$ cat src/rtl/fft_sample_loader.sv
// fft_sample_loader
// -----------------
// Write-side front end of the radix-2 FFT. It takes one frame of N = 2^ADDR_W
// complex samples from a valid/ready stream. It writes each sample into the FFT
// input memory, in bit-reversed address order when BIT_REVERSE = 1. It then
// issues a two-cycle start_fft pulse and follows the core's fft_done level
// through one full run. Only after that run does it accept the next frame.
//
// Handshake: a beat transfers on any rising edge where s_valid & s_ready.
// s_ready is combinational and is high only while loading. The source may hold
// s_valid high at any time. Beats offered outside LOAD are ignored and are not
// buffered.
//
// Ports
//   clk, rst_n            clock; asynchronous active-low reset
//   s_valid/s_ready       sample stream handshake
//   s_data, s_last        sample payload; last-beat-of-frame marker
//   mem_we/addr/wdata     registered write port to the FFT input memory
//   start_fft             two-cycle start request to the FFT core
//   fft_done              core status: high = idle/finished, low = running
//   frame_done            one-cycle pulse when the loaded frame's FFT run ends
//   err_frame             one-cycle pulse on a framing error
//   frame_cnt             completed frames, wraps 255 -> 0
//   dbg_state             current FSM state, for observation only
module fft_sample_loader #(
    parameter int ADDR_W      = 5,
    parameter int DATA_W      = 64,
    parameter int BIT_REVERSE = 1
) (
    input  logic              clk,
    input  logic              rst_n,
    input  logic              s_valid,
    output logic              s_ready,
    input  logic [DATA_W-1:0] s_data,
    input  logic              s_last,
    output logic              mem_we,
    output logic [ADDR_W-1:0] mem_addr,
    output logic [DATA_W-1:0] mem_wdata,
    output logic              start_fft,
    input  logic              fft_done,
    output logic              frame_done,
    output logic              err_frame,
    output logic [7:0]        frame_cnt,
    output logic [1:0]        dbg_state
);

    typedef enum logic [1:0] {
        LOAD      = 2'd0,
        START     = 2'd1,
        WAIT_LOW  = 2'd2,
        WAIT_DONE = 2'd3
    } state_t;

    localparam logic [ADDR_W-1:0] LAST_IDX = {ADDR_W{1'b1}};

    state_t              state, state_nx;
    logic [ADDR_W-1:0]   cnt, cnt_nx;
    // Sub-phase inside START: 0 = idle cycle for the final write,
    // 1..2 = start_fft high, 3 = drop start_fft and move on.
    logic [1:0]          st_cnt, st_cnt_nx;
    logic                mem_we_nx;
    logic [ADDR_W-1:0]   mem_addr_nx;
    logic [DATA_W-1:0]   mem_wdata_nx;
    logic                start_fft_nx;
    logic                frame_done_nx;
    logic                err_frame_nx;
    logic [7:0]          frame_cnt_nx;
    logic                beat_acc;

    function automatic logic [ADDR_W-1:0] bitrev(input logic [ADDR_W-1:0] a);
        logic [ADDR_W-1:0] r;
        r = '0;
        for (int b = 0; b < ADDR_W; b++) begin
            r[b] = a[ADDR_W-1-b];
        end
        return r;
    endfunction

    assign s_ready   = (state == LOAD);
    assign beat_acc  = s_valid & s_ready;
    assign dbg_state = state;

    always_comb begin
        state_nx      = state;
        cnt_nx        = cnt;
        st_cnt_nx     = st_cnt;
        mem_we_nx     = 1'b0;
        mem_addr_nx   = mem_addr;
        mem_wdata_nx  = mem_wdata;
        start_fft_nx  = start_fft;
        frame_done_nx = 1'b0;
        err_frame_nx  = 1'b0;
        frame_cnt_nx  = frame_cnt;

        case (state)
            LOAD: begin
                if (beat_acc) begin
                    mem_we_nx    = 1'b1;
                    mem_addr_nx  = (BIT_REVERSE != 0) ? bitrev(cnt) : cnt;
                    mem_wdata_nx = s_data;
                    if (cnt == LAST_IDX) begin
                        // Full frame: process it even if s_last was missing,
                        // but flag the missing marker.
                        cnt_nx       = '0;
                        err_frame_nx = ~s_last;
                        st_cnt_nx    = 2'd0;
                        state_nx     = START;
                    end else if (s_last) begin
                        // Short frame: the write already went out; drop the
                        // partial frame and restart from beat 0.
                        cnt_nx       = '0;
                        err_frame_nx = 1'b1;
                    end else begin
                        cnt_nx = cnt + ADDR_W'(1);
                    end
                end
            end
            START: begin
                case (st_cnt)
                    2'd0: st_cnt_nx = 2'd1;
                    2'd1: begin
                        start_fft_nx = 1'b1;
                        st_cnt_nx    = 2'd2;
                    end
                    2'd2: st_cnt_nx = 2'd3;
                    default: begin
                        start_fft_nx = 1'b0;
                        st_cnt_nx    = 2'd0;
                        state_nx     = WAIT_LOW;
                    end
                endcase
            end
            WAIT_LOW: begin
                if (!fft_done) begin
                    state_nx = WAIT_DONE;
                end
            end
            WAIT_DONE: begin
                if (fft_done) begin
                    frame_done_nx = 1'b1;
                    frame_cnt_nx  = frame_cnt + 8'd1;
                    state_nx      = LOAD;
                end
            end
            default: state_nx = LOAD;
        endcase
    end

    always_ff @(posedge clk or negedge rst_n) begin
        if (!rst_n) begin
            state      <= LOAD;
            cnt        <= '0;
            st_cnt     <= 2'd0;
            mem_we     <= 1'b0;
            mem_addr   <= '0;
            mem_wdata  <= '0;
            start_fft  <= 1'b0;
            frame_done <= 1'b0;
            err_frame  <= 1'b0;
            frame_cnt  <= 8'd0;
        end else begin
            state      <= state_nx;
            cnt        <= cnt_nx;
            st_cnt     <= st_cnt_nx;
            mem_we     <= mem_we_nx;
            mem_addr   <= mem_addr_nx;
            mem_wdata  <= mem_wdata_nx;
            start_fft  <= start_fft_nx;
            frame_done <= frame_done_nx;
            err_frame  <= err_frame_nx;
            frame_cnt  <= frame_cnt_nx;
        end
    end

endmodule

$ cat config.mk
export PLATFORM = sky130hd
export DESIGN_NAME = fft_sample_loader
export DESIGN_NICKNAME = d
export VERILOG_FILES = /design/src/rtl/fft_sample_loader.sv
export SDC_FILE = /design/constraint.sdc
export NUM_CORES = 1
export LEC_CHECK = 0
export CORE_UTILIZATION = 43
export DETAILED_ROUTE_END_ITERATION = 12
export PLACE_DENSITY = 0.8
export SLEW_MARGIN = 25
export SYNTH_ARGS = -nofsm -noshare
export SYNTH_HDL_FRONTEND = slang
export SYNTH_SLANG_ARGS = --single-unit
export TNS_END_PERCENT = 1
$ cat constraint.sdc
create_clock -name clk -period 2.2 [get_ports clk]
set_clock_uncertainty 0.2 [all_clocks]
set_input_delay 0.44 -clock clk [delete_from_list [all_inputs] [get_ports clk]]
set_output_delay 0.44 -clock clk [all_outputs]
set_load 0.02 [all_outputs]
==> results.json, run 1 <==
{
  "whs_endpoint": "frame_cnt[7]$_DFFE_PN0P_",
  "peakVddDrop_v": 0.0008188,
  "cap_violations": 0,
  "worst_slack_ns": 0.1331,
  "grt_pass1_vias": 2509,
  "synthMuxAreaShare_pct": 25.38,
  "io_buffers": 152,
  "post-place-ws_ns": 0.01654,
  "finalNetCount": 480,
  "antenna_found_initial": 0,
  "outcome": "completed",
  "htreeDepth": 3,
  "vias_per_cell": 4.839,
  "cp_max_fo": 6,
  "synth_compound_area_share_pct": 2.588,
  "ant_nets": 0,
  "netlist_area_um2": 3771,
  "totalWireLength_um": 8341,
  "cts.sinks": 90,
  "r2r-start": "cnt[0]$_DFFE_PN0P_",
  "stdcell_count": 509,
  "hp-class": "register to register",
  "io_pins": 153,
  "grt_max_degree": 36,
  "required_ns": 2.23,
  "cts_tree": "yes",
  "rsz0062_at_grt": "no",
  "drt-pass1-iter-count": 4,
  "die-area_um2": 9149,
  "cts_root_buf": "clkbuf_8",
  "grt-ovfl-total": 0,
  "avgSynthCellArea_um2": 15.98,
  "setup_tns_ns": 0,
  "fin_util_pct": 67.84,
  "crit_path_end_kind": "register",
  "r2r_slack_ns": 0.13,
  "gr-usage-all-layers_pct": 18.37,
  "yosys.area_share.simple_pct": 3.948,
  "slew_violations": 0,
  "critPathKind": "register to register",
  "reg2regPathDepth": 6,
  "synth_cell_types": 28,
  "areaGrowthSynthToFinish_pct": 50.03,
  "dp_cells": 492,
  "place_hpwl_um": 6261,
  "diodes": 0,
  "die-height_um": 95.65,
  "crit_arrival_ns": 2.09,
  "initialDrtViolationCount": 40,
  "grt_pass1_wl_um": 12540,
  "holdPathStages": 1,
  "max_slew.worst_pin.slew_ns": 0.3103,
  "ys_seq_area_share_pct": 59.72,
  "initial_core_util_pct": 45.21,
  "ys_warn_count": 0,
  "cts.clk_slew.worst_paths_ns": 0.09,
  "start_kind": "register",
  "yosys.area_share.xor_xnor_pct": 1.858,
  "syn_inst": 236,
  "insertion_delay_ns": 0.34,
  "synth_nets": 317,
  "ys_ff_latch": 90,
  "wl_per_cell_um": 16.39,
  "synth_top_family_by_area": "multiplexers",
  "gp_congestion": 0.7061,
  "rows": 33,
  "synthAdderAreaFrac_pct": 3.981,
  "finalSetupViolations": 0,
  "fin_crit_ns": 2.067,
  "coreArea_um2": 8341,
  "clock_path_buffers": 2,
  "dr_total_vias": 2463,
  "r2r-end": "dbg_state[1]$_DFFE_PN0P_",
  "die_w_um": 95.65,
  "cts-buffers-inserted": 9,
  "drc": 0,
  "fin_crit_sh_pct": 93.95,
  "min-delay-start": "frame_cnt[7]$_DFFE_PN0P_",
  "fin_hold_ws_ns": 0.2860,
  "leakage_uw": 0.002470,
  "fmax_mhz": 483.8,
  "power_density_nw_per_um2": 1454,
  "final_hold_viol_count": 0,
  "max_slew_margin_pct": 79.16,
  "drive_gt1_share_pct": 24.75
}
==> sequential cells by signal, indices dropped and copies added, names as in the netlist <==
signal      count
mem_wdata      64
frame_cnt       8
cnt             5
mem_addr        5
dbg_state       2
st_cnt          2
err_frame       1
frame_done      1
mem_we          1
start_fft       1
==> metal layers <==
layer,global-route usage (%),up-vias,routed length (um)
met1,22.60,1200,3588
li1,-,1151,-
met3,4.306,13,535
met5,0,-,0
met4,7.960,0,150
met2,30.83,99,4066
==> repair_timing <==
action | 4_1_cts | 5_1_grt
endpoints found under the setup margin | 1 | 1
hold buffers | 1 | 0
setup buffers | 0 | 0
hold endpoints to repair | 20 | 0
resized for setup | 1 | 2
==> layout make-up <==
cell class | instances | area (um2)
flip-flops and latches | 90 | 2252
fillers | 622 | 2683
inverters | 5 | 20.02
clock inverters | 4 | 51.30
multi-input cells | 132 | 1424
repair buffers | 161 | 1634
well taps | 105 | 131.4
clock buffers | 12 | 145.1
==> placed cells by master (no fill, tap or decap), types with 3 or more instances in the layout <==
cell type          n
clkbuf_8          10
buf_12             4
dfrtp_1           90
clkdlybuf4s50_1  150
buf_4              5
and3_1             3
inv_1              4
ha_1              12
mux2_2            33
nor2_1             4
nand4_1            4
nand2b_1           3
xnor2_1            7
mux2_4            39
nand2_1            5
o21ai_0            5
==> worst max-delay path by stage <==
stage / start / endpoint / slack, ns
after floorplan: dbg_state[0]$_DFFE_PN0P_ / mem_wdata[30]$_DFFE_PN0P_ / 0.17
after global placement: dbg_state[0]$_DFFE_PN0P_ / s_ready / 0.16
after detailed placement: s_valid / cnt[3]$_DFFE_PN0P_ / 0.02
after CTS: dbg_state[0]$_DFFE_PN0P_ / s_ready / 0.02
after global routing: cnt[0]$_DFFE_PN0P_ / cnt[3]$_DFFE_PN0P_ / 0.04
final: cnt[0]$_DFFE_PN0P_ / dbg_state[1]$_DFFE_PN0P_ / 0.13
==> power by group <==
group          leakage [uW]  switching [uW]  internal, uW
Sequential          0.00110             458          2400
Combinational       0.00127            1860          2380
Clock             0.0000966             559           558
==> cells by family after synthesis <==
logic type,Yosys count
buf+inv,14
simple gates,27
flops,90
compound gates,13
mux,72
xor+xnor,8
fa+ha+maj,12
==> synthesized netlist by cell type <==
cell type  instances  share of area, %
dfrtp_1           90                60
mux2_4            39                16
mux2_2            33               9.9
ha_1              12               4.0
xnor2_1            7               1.6
buf_6              5               1.5
nand2_1            5              0.50
o21ai_0            5              0.66
buf_2              4              0.53
inv_1              4              0.40
nand4_1            4              0.66
nor2_1             4              0.40
and3_1             3              0.50
nand2b_1           3              0.50
a22o_1             2              0.46
a32o_1             2              0.53
and2_1             2              0.33
nor3_1             2              0.27
a21bo_2            1              0.27
a311oi_1           1              0.23
a32oi_1            1              0.23
inv_2              1             0.099
nand2_2            1              0.17
nand3_1            1              0.13
nand4_2            1              0.33
o31ai_1            1              0.20
or3_1              1              0.17
xor2_1             1              0.23
==> critical path, stage by stage, from the launching register on <==
cell and delay [ns]:
dfrtp_1 0.44, ha_1 0.25, and3_1 0.19, ha_1 0.22
a21bo_2 0.24, nand4_2 0.09, mux2_2 0.33
==> metrics by stage <==
step | cell area (um2) | power [uW]
finish | 5658 | 8224
global route | 5658 | 8704
CTS | 5662 | 8320
detailed placement | 5456 | 7180
global placement | 5456 | 7057
floorplan | 3771 | 5226
Note: power is estimated with default switching activity, not from simulation.
==> run 2: changes to the inputs <==
SLEW_MARGIN = 20   (was 25)
==> results of run 2 <==
Same layout as run 1: the final DEF is identical, and so are final timing and power.
